File: config.mk
export PLATFORM = sky130hd
export DESIGN_NAME = goal_detector
export DESIGN_NICKNAME = d
export VERILOG_FILES = /design/src/rtl/goal_detector.sv
export SDC_FILE = /design/constraint.sdc
export NUM_CORES = 1
export LEC_CHECK = 0
export CAP_MARGIN = 20
export CORE_MARGIN = 1
export CORE_UTILIZATION = 30
export CTS_CLUSTER_SIZE = 10
export DETAILED_ROUTE_END_ITERATION = 7
export MAX_ROUTING_LAYER = met4
export RECOVER_POWER = 50
export SLEW_MARGIN = 10
export SYNTH_ARGS = -nofsm -noshare
export SYNTH_HDL_FRONTEND = slang
export SYNTH_SLANG_ARGS = --single-unit
File: constraint.sdc
create_clock -name clk -period 4.3 [get_ports clk]
set_clock_uncertainty 0.1 [all_clocks]
set_input_delay 1.29 -clock clk [delete_from_list [all_inputs] [get_ports clk]]
set_output_delay 1.29 -clock clk [all_outputs]
set_load 0.02 [all_outputs]
File: src/rtl/goal_detector.sv
// Hoop break-beam conditioner: sync, debounce and polarity-normalise the IR sensor,
// then emit one registered goal pulse per ball, flag a stuck beam and count goals.
module goal_detector #(
  parameter int unsigned SENSOR_ACTIVE_LOW = 1,
  parameter int unsigned DEB_CYCLES        = 100_000,
  parameter int unsigned HOLDOFF_CYCLES    = 25_000_000,
  parameter int unsigned STUCK_CYCLES      = 200_000_000
) (
  input  logic       clk,
  input  logic       rst,
  input  logic       sensor,
  input  logic       en,
  input  logic       cnt_clr,
  output logic       goal,
  output logic       blocked,
  output logic       fault,
  output logic [7:0] goal_cnt
);

  localparam logic        POL   = (SENSOR_ACTIVE_LOW != 0) ? 1'b1 : 1'b0;
  localparam int unsigned DW    = $clog2(DEB_CYCLES + 1);
  localparam int unsigned TMAX  = (HOLDOFF_CYCLES > STUCK_CYCLES) ? HOLDOFF_CYCLES : STUCK_CYCLES;
  localparam int unsigned TW    = $clog2(TMAX + 1);

  typedef enum logic [1:0] {
    S_IDLE    = 2'd0,
    S_HIT     = 2'd1,
    S_HOLDOFF = 2'd2,
    S_STUCK   = 2'd3
  } state_e;

  logic          sync1_q;
  logic          blk_s_q;
  logic          blk_deb_q;
  logic [DW-1:0] deb_cnt_q;

  state_e        state_q, state_d;
  logic [TW-1:0] tcnt_q, tcnt_d;
  logic          goal_q, goal_d;
  logic          fault_q, fault_d;
  logic [7:0]    cnt_q, cnt_d;

  // Front end: the sync flops reset to the normalised "clear" level.
  always_ff @(posedge clk or negedge rst) begin
    if (!rst) begin
      sync1_q   <= 1'b0;
      blk_s_q   <= 1'b0;
      blk_deb_q <= 1'b0;
      deb_cnt_q <= '0;
    end else begin
      sync1_q <= sensor ^ POL;
      blk_s_q <= sync1_q;
      if (blk_s_q != blk_deb_q) begin
        if (deb_cnt_q == DW'(DEB_CYCLES - 1)) begin
          blk_deb_q <= blk_s_q;
          deb_cnt_q <= '0;
        end else begin
          deb_cnt_q <= deb_cnt_q + DW'(1);
        end
      end else begin
        deb_cnt_q <= '0;
      end
    end
  end

  always_ff @(posedge clk or negedge rst) begin
    if (!rst) begin
      state_q <= S_IDLE;
      tcnt_q  <= '0;
      goal_q  <= 1'b0;
      fault_q <= 1'b0;
      cnt_q   <= '0;
    end else begin
      state_q <= state_d;
      tcnt_q  <= tcnt_d;
      goal_q  <= goal_d;
      fault_q <= fault_d;
      cnt_q   <= cnt_d;
    end
  end

  always_comb begin
    state_d = state_q;
    tcnt_d  = tcnt_q;
    goal_d  = 1'b0;
    fault_d = 1'b0;
    cnt_d   = cnt_q;
    unique case (state_q)
      S_IDLE: begin
        if (blk_deb_q) begin
          state_d = S_HIT;
          tcnt_d  = '0;
          goal_d  = en;
        end
      end
      S_HIT: begin
        // A clear beam takes priority over the stuck timeout.
        if (!blk_deb_q) begin
          state_d = S_HOLDOFF;
          tcnt_d  = '0;
        end else if (tcnt_q == TW'(STUCK_CYCLES - 1)) begin
          state_d = S_STUCK;
          tcnt_d  = '0;
        end else begin
          tcnt_d = tcnt_q + TW'(1);
        end
      end
      S_HOLDOFF: begin
        if (tcnt_q == TW'(HOLDOFF_CYCLES - 1)) begin
          state_d = blk_deb_q ? S_HIT : S_IDLE;
          tcnt_d  = '0;
        end else begin
          tcnt_d = tcnt_q + TW'(1);
        end
      end
      S_STUCK: begin
        if (!blk_deb_q) begin
          state_d = S_HOLDOFF;
          tcnt_d  = '0;
        end
      end
      default: begin
        state_d = S_IDLE;
        tcnt_d  = '0;
      end
    endcase
    fault_d = (state_d == S_STUCK);
    if (cnt_clr) begin
      cnt_d = '0;
    end else if (goal_d && (cnt_q != 8'hFF)) begin
      cnt_d = cnt_q + 8'd1;
    end
  end

  assign goal     = goal_q;
  assign blocked  = blk_deb_q;
  assign fault    = fault_q;
  assign goal_cnt = cnt_q;

endmodule

After elaboration in Yosys (flattened, before gate mapping):

Cells that the tools add are included.

* register bits after elaboration: 60
* logic and storage cells: 48

* $add $sub $neg: 3
* equal/unequal tests: 11
* mux-type cells: 19
* bitwise gates (word level): 1
* reduce and logical (&&, ||, !) cells: 5

Operators by type and width (count)
* 28-bit 2-to-1 mux: 5
* 28-bit one-hot mux with 4 select lines: 1
* 17-bit 2-to-1 mux: 2
* 28-bit by 1-bit adder with 28-bit output, second input constant: 1
* 28-bit by 25-bit equality test with 1-bit output, second input constant: 1
* 28-bit equality test, second input constant: 1
* 17-bit by 1-bit adder with 17-bit output, second input constant: 1
* 17-bit equality test, second input constant: 1
* 8-bit 2-to-1 mux: 2
* 2-bit 2-to-1 mux: 5
* 8-bit by 1-bit adder with 8-bit output, second input constant: 1
* 8-bit inequality test, second input constant: 1
* 2-bit one-hot mux with 4 select lines: 1
* 2-bit equality test, second input constant: 3
* 2-bit inequality test, second input constant: 2
* 2-bit AND reduction: 2
* 1-bit 2-to-1 mux: 3
* 2-bit by 1-bit equality test with 1-bit output, second input constant: 1
* 2-bit zero test: 1
* 2-bit nonzero test: 1
* 1-bit logical AND: 1
* 1-bit inequality test: 1
* 1-bit NOT: 1

Logic depth before layout (Yosys ltp):

* word-level depth: 5
* gate-level depth with buffers: 8
* mapped depth without buffers: 7

Worst setup path before layout:

No wires, ideal clock.

* kind: register to register
* start point: register tcnt_q[0]
* end point: register tcnt_q[26]
* data arrival time: 2.540 ns
* slack: 1.578 ns
* cell stages (with the launch flop): 8
* buffers on the path: 1
* cells stage by stage: dfrtp_1 ha_1 nand3_1 or4_4 or4_1 buf_2 or4_4 a22oi_2

* longest elaborated chain between the ends: 4
* elaborated cells between the ends (all ways): 7
* classes of those cells: 1 x add/sub; 2 x eq/ne; 4 x mux

RTL lines
* start, declared: RTL line 38 `logic [TW-1:0] tcnt_q, tcnt_d;`
* start signal, assigned: RTL line 75 `tcnt_q <= tcnt_d;`
* 28-bit by 1-bit adder with 28-bit output / 28-bit equality test (equally long branches): RTL line 105, 113, 101
* 28-bit 2-to-1 mux: RTL line 101 `end else if (tcnt_q == TW'(STUCK_CYCLES - 1)) begin`
* 28-bit 2-to-1 mux: RTL line 98 `if (!blk_deb_q) begin`
* 28-bit one-hot mux with 4 select lines (*): RTL line 88 `unique case (state_q)`

Every way passes the cells marked *; elsewhere a longest branch is shown, timed or not.
A chain may end at the register's enable or synchronous reset.

==> flow_summary.json <==
{
  "status": "finished with violations",
  "violations": "capacitance limit, slew limit",
  "cpMaxStageDelayCell": "clkbuf_1",
  "num_rows": 37,
  "fin_crit_sh_pct": 73.6,
  "fin_nets": 375,
  "synthMuxAreaShare_pct": 1.32,
  "ys.flop_type": "dfrtp_1",
  "critPathKind": "in2async",
  "grt_pass1_vias": 2487,
  "fmax_mhz": 316,
  "p_comb_share_pct": 2.2,
  "clockBufferDepth": 2,
  "finalCriticalPeriod_ps": 3160,
  "crit_family": "buffers and inverters",
  "avgRoutedWirePerCell_um": 13.6,
  "total_power_w": 0.00105,
  "dp.cells": 488,
  "drtPass1Iterations": 4,
  "tightestPinTransition_ps": 2070,
  "grt_pass1_wl_um": 12100,
  "power.density_nw_per_um2": 284,
  "hold_viol": 0,
  "peakVddDrop_v": 0.000107,
  "worst_path_largest_cell_delay_ps": 1450,
  "grt_overflow": 0,
  "worstPathMaxFanout": 37,
  "hold_buffers": 0,
  "worstPathRequired_ps": 4620,
  "cp.arrival_ps": 3480,
  "layout-drive-gt1-share_pct": 7.88,
  "globalRouteTotalUtil_pct": 13.9,
  "htreeDepth": 3,
  "grt_max_degree": 38,
  "yosysWarningCount": 0,
  "synthXorXnorAreaFrac_pct": 9.21,
  "utilization_pct": 35.7,
  "total_leakage_power_nw": 1.50,
  "cts_tree": "done",
  "setup-tns-final_ps": 0,
  "rsz0062_at_grt": "false",
  "clkPwrFrac_pct": 43.5,
  "maxSlewViolCount": 38,
  "stdcell_count": 504,
  "die_y_um": 106,
  "yosysSeqAreaShare_pct": 46.4,
  "clk_root_buffer_cell": "clkbuf_8",
  "switching_share_pct": 24.0,
  "place_worst_setup_slack_ps": 1290,
  "vias": 2581,
  "synth_area_sq_um": 3230,
  "synth.net_count": 357,
  "routabilityCongestion": 0.852,
  "hp-class": "reg2reg",
  "final-setup-viol-count": 0,
  "dp_hpwl_um": 4820,
  "initialDrtViolationCount": 115,
  "startpoint_type": "input pin",
  "post_synth_fa_ha_maj_area_fraction_pct": 2.71,
  "port_buffers": 15,
  "netlist_instances": 345,
  "die_w_um": 106,
  "cts_buffers": 9,
  "ant_nets": 0,
  "yosys.area.top_type": "dfrtp_1",
  "numClockSinks": 60,
  "synth-simple-area-share_pct": 25.3,
  "clk_latency_ps": 350,
  "route.detailed.drc": 0,
  "p_switching_w": 0.000252,
  "ioPinCount": 16,
  "pwr-share-seq_pct": 54.3,
  "synth_top_family_by_area": "simple AND/OR/NAND/NOR gates",
  "worst-path-buf-inv": 2,
  "via_per_inst": 5.12,
  "start_util_pct": 31.2,
  "p_int_w": 0.000798,
  "drt-total-wl_um": 6840,
  "avgSynthCellArea_sq_um": 9.37,
  "cp_cell_sequence": "clkbuf_1 -> clkbuf_2",
  "r2r_slack_ps": 1280,
  "synth.top_cell.area_share_pct": 46.4,
  "synth_compound_area_share_pct": 12.3,
  "max-slew-margin-rel_pct": -38.1,
  "die_area_sq_um": 11200,
  "coreArea_sq_um": 10400,
  "ctsResizeCount": 0,
  "synth_seq_cells": 60,
  "clk_pin_slew_ps": 60,
  "critPathCaptureType": "async pin",
  "yosys.cell_types.count": 40,
  "setup_ws_ps": 1140,
  "antenna_cells": 0,
  "syn2layout_area_growth_pct": 14.6,
  "cts_setup_buffers": 0,
  "yosys-top-cells-area": "dfrtp_1, xor2_1, nand2_1",
  "antenna_found_initial": 0,
  "synth_edf_count": 0,
  "synth_async_sr_flop_share_pct": 100,
  "drv_cap": 1
}
## Yosys cell counts (3+ instances only)
| cell | instances |
|---|---|
| a21oi_1 | 18 |
| nor4_1 | 3 |
| nand2_1 | 38 |
| o2111ai_1 | 3 |
| buf_2 | 3 |
| ha_1 | 7 |
| clkbuf_1 | 8 |
| o21ai_0 | 12 |
| o211ai_1 | 15 |
| nor2_1 | 33 |
| dfrtp_1 | 60 |
| and4_1 | 6 |
| xor2_1 | 25 |
| o311ai_0 | 3 |
| and3_1 | 10 |
| a22oi_1 | 4 |
| or3_1 | 6 |
| xnor2_1 | 9 |
| nor4b_1 | 4 |
| nand3_1 | 19 |
| nor3_1 | 13 |
| inv_1 | 10 |
| nand4_1 | 14 |
## metal layers
metal	GRT usage, %	up-vias	share of wire, %
met3	3.03	9	3.3
li1	-	1294	-
met5	-	-	0
met2	21.0	49	45
met1	18.4	1229	50
met4	5.06	0	1.5
## through the flow
stage	hold WS, ps	cell area, sq um
6_report	255	3700
5_1_grt	269	3700
4_1_cts	261	3710
3_5_place_dp	243	3530
3_3_place_gp	243	3530
2_1_floorplan	231	3230
## worst paths after layout
path,start,end,cells past startpoint
min in group asynchronous,rst,tcnt_q[1],1
max,rst,deb_cnt_q[5],2
min reg2reg,sync1_q,blk_s_q,0
max in group clk,tcnt_q[0],tcnt_q[26],6
min,sync1_q,blk_s_q,0
max reg2reg,tcnt_q[0],tcnt_q[26],6
## cells by family after synthesis
logic type                 after synthesis
and+or+nand+nor                        156
DFF                                     60
AOI/OAI and AO/OA                       61
adders and majority gates                7
muxes                                    4
xor gates and xnor gates                34
buffers and inverters                   23
## state kept, by name (all words and copies together), names as in the netlist
register   flops
blocked        1
tcnt_q        28
goal_cnt       8
blk_s_q        1
sync1_q        1
deb_cnt_q     17
fault          1
state_q        2
goal           1
## cell type report
| type | instances | area [sq um] |
|---|---|---|
| Inverter | 10 | 37.5 |
| Tap cell | 136 | 170 |
| Timing Repair Buffer | 20 | 179 |
| Clock inverter | 5 | 37.5 |
| Fill cell | 1083 | 6670 |
| Multi-Input combinational cell | 262 | 1640 |
| Sequential cell | 60 | 1500 |
| Clock buffer | 11 | 141 |
## power groups by stage
stage               Combinational, W  Sequential [W]  Clock [W]
floorplan                 0.00000775        0.000580          0
global placement           0.0000243        0.000581          0
detailed placement         0.0000247        0.000581          0
CTS                        0.0000248        0.000570   0.000473
global route               0.0000273        0.000570   0.000498
finish                     0.0000227        0.000570   0.000457
## cell usage in the layout (no fill, tap or decap), types with 3 or more instances in the layout
cell / synthesis / layout
a21oi_1: 18 / 18
a22oi_1: 4 / 4
and3_1: 10 / 10
and4_1: 6 / 6
buf_4: 0 / 4
clkbuf_8: 0 / 10
clkdlybuf4s50_1: 0 / 12
dfrtp_1: 60 / 60
ha_1: 7 / 7
inv_1: 10 / 10
nand2_1: 38 / 38
nand3_1: 19 / 19
nand4_1: 14 / 14
nor2_1: 33 / 33
nor3_1: 13 / 13
nor4_1: 3 / 3
nor4b_1: 4 / 4
o2111ai_1: 3 / 3
o211ai_1: 15 / 15
o21ai_0: 12 / 12
o311ai_0: 3 / 3
or3_1: 6 / 6
xnor2_1: 9 / 9
xor2_1: 25 / 25
Power figures use the tool's default switching activity.
